File: config.mk
export PLATFORM = sky130hd
export DESIGN_NAME = gauri_piso_tx_32b
export DESIGN_NICKNAME = d
export VERILOG_FILES = /design/src/rtl/gauri_piso_tx_32b.sv
export SDC_FILE = /design/constraint.sdc
export NUM_CORES = 1
export LEC_CHECK = 0
export BUFFER_PORTS_ARGS = -buffer_cell sky130_fd_sc_hd__buf_2
export CORE_MARGIN = 2
export CORE_UTILIZATION = 54
export DETAILED_ROUTE_END_ITERATION = 16
export GPL_TIMING_DRIVEN = 0
export PLACE_DENSITY = 0.85
export SLEW_MARGIN = 10
export SYNTH_ARGS = -nofsm -noshare
export SYNTH_HDL_FRONTEND = slang
export SYNTH_SLANG_ARGS = --single-unit
File: constraint.sdc
create_clock -name clk -period 3.4 [get_ports clk]
set_clock_uncertainty 0.15 [all_clocks]
set_input_delay 0.34 -clock clk [delete_from_list [all_inputs] [get_ports clk]]
set_output_delay 0.34 -clock clk [all_outputs]
set_load 0.005 [all_outputs]
File: src/rtl/gauri_piso_tx_32b.sv
// Parallel-to-serial transmitter: takes a word over valid/ready and shifts it out
// one bit per clock, with a matching bit index and one-hot bit-select for the decoder side.
module gauri_piso_tx_32b #(
  parameter int WIDTH     = 32,
  parameter int IDX_W     = $clog2(WIDTH),
  parameter bit MSB_FIRST = 1'b0
) (
  input  logic             clk,
  input  logic             rst,
  input  logic             ld_valid,
  output logic             ld_ready,
  input  logic [WIDTH-1:0] pdata,
  input  logic             ser_hold,
  output logic             ser_out,
  output logic             ser_en,
  output logic             ser_last,
  output logic [IDX_W-1:0] bit_idx,
  output logic [WIDTH-1:0] bit_sel,
  output logic             busy
);

  typedef enum logic {
    IDLE  = 1'b0,
    SHIFT = 1'b1
  } state_t;

  localparam logic [IDX_W-1:0] LAST_POS  = IDX_W'(WIDTH - 1);
  localparam logic [IDX_W-1:0] FIRST_IDX = MSB_FIRST ? LAST_POS : '0;
  localparam logic [IDX_W-1:0] FINAL_IDX = MSB_FIRST ? '0 : LAST_POS;

  state_t           state_q, state_d;
  logic [WIDTH-1:0] shreg_q, shreg_d;
  logic [IDX_W-1:0] idx_q, idx_d;

  logic in_shift;
  logic advance;
  logic at_final;
  logic accept;

  assign in_shift = (state_q == SHIFT);
  assign advance  = in_shift && !ser_hold;
  assign at_final = in_shift && (idx_q == FINAL_IDX);
  assign ld_ready = !rst && (!in_shift || (at_final && !ser_hold));
  assign accept   = ld_valid && ld_ready;

  // The bit on the line is always the outgoing end of the shifter; zero fill
  // leaves the register empty once the word has gone out.
  assign ser_out  = MSB_FIRST ? shreg_q[WIDTH-1] : shreg_q[0];
  assign ser_en   = advance;
  assign ser_last = at_final;
  assign bit_idx  = idx_q;
  assign bit_sel  = advance ? (WIDTH'(1) << idx_q) : '0;
  assign busy     = in_shift;

  // NOTE: sequential state uses non-blocking assignments so every register
  // samples the pre-edge values; the datapath registers are reset too because
  // the reset values of ser_out and bit_idx are visible on the ports.
  always_ff @(posedge clk) begin
    if (rst) begin
      state_q <= IDLE;
      shreg_q <= '0;
      idx_q   <= '0;
    end else begin
      state_q <= state_d;
      shreg_q <= shreg_d;
      idx_q   <= idx_d;
    end
  end

  // NOTE: every next-state signal gets its hold value first, so no path through
  // this block leaves a signal unassigned and no latch is inferred.
  always_comb begin
    state_d = state_q;
    shreg_d = shreg_q;
    idx_d   = idx_q;

    if (accept) begin
      state_d = SHIFT;
      shreg_d = pdata;
      idx_d   = FIRST_IDX;
    end else if (advance) begin
      shreg_d = MSB_FIRST ? {shreg_q[WIDTH-2:0], 1'b0} : {1'b0, shreg_q[WIDTH-1:1]};
      if (at_final) begin
        // Counter parks on the final index; only a new load moves it back.
        state_d = IDLE;
      end else begin
        idx_d = MSB_FIRST ? (idx_q - IDX_W'(1)) : (idx_q + IDX_W'(1));
      end
    end
  end

endmodule
# Word-level counts from Yosys, hierarchy flattened
# Index checks and enable logic that the tools add are counted.
dict set report word_totals {
  in_bits 36
  romBits 0
  latch_bits 0
  out_inout_bits 42
  ff_bits 38
  memories 0
  wordCells 27
  mem_bits_rw 0
}
dict set report op_classes {
  n_eq_ne 1
  reduce_logical 14
  shifts 1
  div_mod_pow 0
  addsub 1
  mul 0
  order_cmp 0
  mux 6
  n_bitwise 1
}
# cell n
set ops {}
lappend ops {{$mux W32} 3}
lappend ops {{$shl A1 B5 Y32 const A} 1}
lappend ops {{$add A5 B1 Y5 const B} 1}
lappend ops {{$eq A5 B5 Y1 const B} 1}
lappend ops {{$logic_and A1 B1 Y1} 5}
lappend ops {{$reduce_and A2 Y1} 2}
lappend ops {{$reduce_bool A2 Y1} 2}
lappend ops {{$logic_not A1 Y1} 3}
lappend ops {{$mux W1} 3}
lappend ops {{$reduce_or A2 Y1} 1}
lappend ops {{$logic_or A1 B1 Y1} 1}
lappend ops {{$not A1 Y1} 1}

# Depth between registers and ports, before layout
dict set report logic_depth {
  depth_word 8
  mapped_depth 8
  mapped_depth_nobuf 6
}

# Worst setup path after synthesis
# No wires, ideal clock.
dict set report synth_path {
  path_kind {register to output}
  start {register idx_q[0] (netlist: bit_idx[0])}
  end {output ld_ready}
  t_arrival_ns 1.520
  path_slack_ns 1.390
  t_required_ns 2.910
  n_path_buf 2
  stages_incl_launch_ff 8
  cell_sequence {dfxtp_1 ha_1 and3_1 ha_1 nand2b_1 buf_2 buf_2 a21oi_1}
}
dict set report synth_between {
  elab_chain_cells 5
}
# item line_no
set synth_rtl {}
lappend synth_rtl {{start: declaration} 33} ;# logic [IDX_W-1:0] idx_q, idx_d;
lappend synth_rtl {{start signal: assignment} 66} ;# idx_q <= idx_d;
lappend synth_rtl {{$eq A5 B5 Y1} 42} ;# assign at_final = in_shift && (idx_q == FINAL_IDX);
lappend synth_rtl {{$logic_and A1 B1 Y1} 42}
lappend synth_rtl {{$logic_and A1 B1 Y1} 43} ;# assign ld_ready = !rst && (!in_shift || (at_final && !ser_hold));
lappend synth_rtl {{$logic_or A1 B1 Y1} 43}
lappend synth_rtl {{$logic_and A1 B1 Y1} 43}
lappend synth_rtl {{end: declaration} 11} ;# output logic ld_ready,
# No other way between the ends.

# Worst setup path after layout
# Ends and elaborated chain as after synthesis.

==> impl_metrics.env <==
export IMPL_run_status="complete, no violations"
export IMPL_critPathCaptureType="output port"
export IMPL_antennaDiodeCount=0
export IMPL_crit_fanout=10
export IMPL_dieArea_sq_um=4829
export IMPL_p_leak_uw=0.001255
export IMPL_worstPathArrival_ns=2.10
export IMPL_port_buffer_count=77
export IMPL_critPathBufInv=3
export IMPL_route_detailed_drc=0
export IMPL_final_util_pct=71.63
export IMPL_rsz0062_at_grt="false"
export IMPL_synth_area_sq_um=2316
export IMPL_wl_met2_mm=2.607
export IMPL_hpwl_mm=3.929
export IMPL_vdd_drop_max_v=0.0002772
export IMPL_grt_pass1_vias=2083
export IMPL_ys_warn_count=0
export IMPL_cts_made_buffers=5
export IMPL_syn_inst=282
export IMPL_async_reset_ff_share_pct=0
export IMPL_initial_core_util_pct=57.08
export IMPL_worstMarginPinSlew_ns=0.5143
export IMPL_postCtsSetupBuffers=0
export IMPL_ys_seq_area_share_pct=32.85
export IMPL_setup_tns_ns=0
export IMPL_grt_max_degree=13
export IMPL_wl_met3_microns=340
export IMPL_wl_per_cell_microns=12.81
export IMPL_syn_area_per_cell_sq_um=8.213
export IMPL_clock_path_buffers=2
export IMPL_die_y_microns=69.49
export IMPL_grt_remaining_overflow=0
export IMPL_post_cts_resized=0
export IMPL_synth_cell_types=33
export IMPL_worstPathRequired_ns=2.91
export IMPL_htreeDepth=2
export IMPL_slowest_stage="dfxtp_1"
export IMPL_first_pass_iters=4
export IMPL_first_iter_violations=101
export IMPL_syn_num_nets=325
export IMPL_period_share_pct=76.22
export IMPL_place_congestion=0.8122
export IMPL_synth_edf_count=0
export IMPL_power_density_nw_per_um2=393.6
export IMPL_crit_path_start_kind="register"
export IMPL_grt_use_total_pct=22.61
export IMPL_cts_root_buffer="clkbuf_8"
export IMPL_area_growth_pct=25.50
export IMPL_regArea_sq_um=760.7
export IMPL_fillerInstances=332
export IMPL_core_sq_um=4058
export IMPL_die_width_microns=69.49
export IMPL_max_stage_delay_ns=0.45
export IMPL_pre_cts_ws_ns=1.057
export IMPL_drt_met1_wl_mm=2.341
export IMPL_total_power_uw=1144
export IMPL_crit_type="reg2out"
export IMPL_crit_chain="ha_1 > and3_1 > ha_1 > nand2b_1 > buf_2 > buf_2 > a21oi_1 > buf_2"
export IMPL_critPathTopFamily="adder cells"
export IMPL_fin_crit_ns=2.591
export IMPL_worst_slack_ns=0.8087
export IMPL_vias_per_cell=5.417
export IMPL_maxCapViolations=0
export IMPL_final_nets=409
export IMPL_path_clk_slew_ns=0.07
export IMPL_io_pins=78
export IMPL_topRoutingLayerUsed="met4"
export IMPL_wirelength_mm=5.343
export IMPL_clock_latency_ns=0.29
export IMPL_slew_viol_final=0
export IMPL_hp_class="in2reg"
export IMPL_slew_headroom_pct=65.71
export IMPL_synth_seq_cells=38
export IMPL_grt_pass1_wl_mm=9.080
export IMPL_antenna_left=0
export IMPL_rows=23
export IMPL_cts_tree="done"
export IMPL_setup_viol=0
export IMPL_reg2reg_slack_ns=1.06
export IMPL_hold_buffers=0
export IMPL_timing_critical_path_mode_cell="buf_2"
export IMPL_antenna_found_initial=0
export IMPL_drive_gt1_share_pct=28.88
export IMPL_cts_sinks=38
export IMPL_hold_viol=0
export IMPL_fmax_mhz=385.9
export IMPL_multiInputGateArea_sq_um=1401
export IMPL_synth_main_ff_cell="dfxtp_1"
export IMPL_num_vias=2259
worst min-delay path, stage by stage:
cell and delay [ns]:
buf_2 0.10, nand2b_1 0.06, o21ai_0 0.06
routing by layer:
layer  vias up  GRT usage, %
met5         -             0
met4         0         6.318
met3         7         5.814
met2        65         40.06
met1      1036         26.90
li1       1151             -
registers in the layout, summed over array words and instances, names as in the netlist:
name / flops
bit_idx: 5
busy: 1
shreg_q: 32
synth_stat cells (2+ instances only):
library cell  number  area (sq um)
dfxtp_1           38         760.7
nand2b_1          36         225.2
nor2_1            34         127.6
a21oi_1           33         165.2
mux2i_1           28         280.3
a211oi_1          26         195.2
nand2_1           20         75.07
clkbuf_1          13         48.80
ha_1               7         87.58
buf_2              6         30.03
a311oi_1           5         43.79
and2b_2            4         35.03
nand3_1            4         20.02
inv_1              3         11.26
nor3_1             3         15.01
and3_1             2         12.51
buf_6              2         22.52
buf_8              2         30.03
nor2b_1            2         12.51
path summary, 6_finish.rpt:
check                                        startpoint                       end  cells after the start
worst max-delay path            bit_idx[0]$_SDFFE_PP0P_                  ld_ready                      8
worst min-delay path                          pdata[31]  shreg_q[31]$_SDFFE_PP0P_                      3
worst max register to register  bit_idx[0]$_SDFFE_PP0P_  shreg_q[14]$_SDFFE_PP0P_                      8
worst min register to register  shreg_q[3]$_SDFFE_PP0P_   shreg_q[3]$_SDFFE_PP0P_                      2
report_power, final:
group / switching (uW) / total, uW / leakage [uW] / internal [uW]
sequential: 19.4 / 498 / 0.000314 / 479
combinational: 89.5 / 172 / 0.000870 / 82.3
clock: 161 / 474 / 0.0000714 / 313
through the flow:
stage | hold slack [ns] | cells | area [sq um]
2_1_floorplan | 0.3052 | 282 | 2316
3_3_place_gp | 0.3192 | 409 | 2764
3_5_place_dp | 0.3274 | 409 | 2764
4_1_cts | 0.1636 | 417 | 2907
5_1_grt | 0.1806 | 417 | 2907
6_report | 0.1667 | 417 | 2907
cells in the final DEF, fill, tap and decap left out, drive strengths merged, types with 2 or more instances in the layout:
cell type   n
buf        88
dfxtp      38
nand2b     36
nor2       34
a21oi      33
mux2i      28
a211oi     27
nand2      20
clkbuf     19
ha          7
a311oi      5
and2b       4
nand3       4
inv         4
nor3        3
and3        2
nor2b       2
bufinv      2
area by class of cell:
type | instances | share of cell area (%)
Buffer | 24 | 4.778
Clock buffer | 6 | 2.841
Clock inverter | 2 | 2.066
Inverter | 4 | 0.5166
Multi-Input combinational cell | 216 | 48.21
Sequential cell | 38 | 26.17
Tap cell | 50 | 2.152
Timing Repair Buffer | 77 | 13.26
cell families (layout without fill, tap and decap cells):
family          after synthesis  after routing  share of synthesized area [%]
fa+ha+maj                     7              7                          3.782
compound gates               70             70                          19.67
xor+xnor                      1              1                         0.3782
simple gates                110            110                          24.58
mux                          28             28                          12.10
flops                        38             38                          32.85
buf+inv                      28            113                          6.645
No activity file was read; power rests on OpenSTA's default activity.
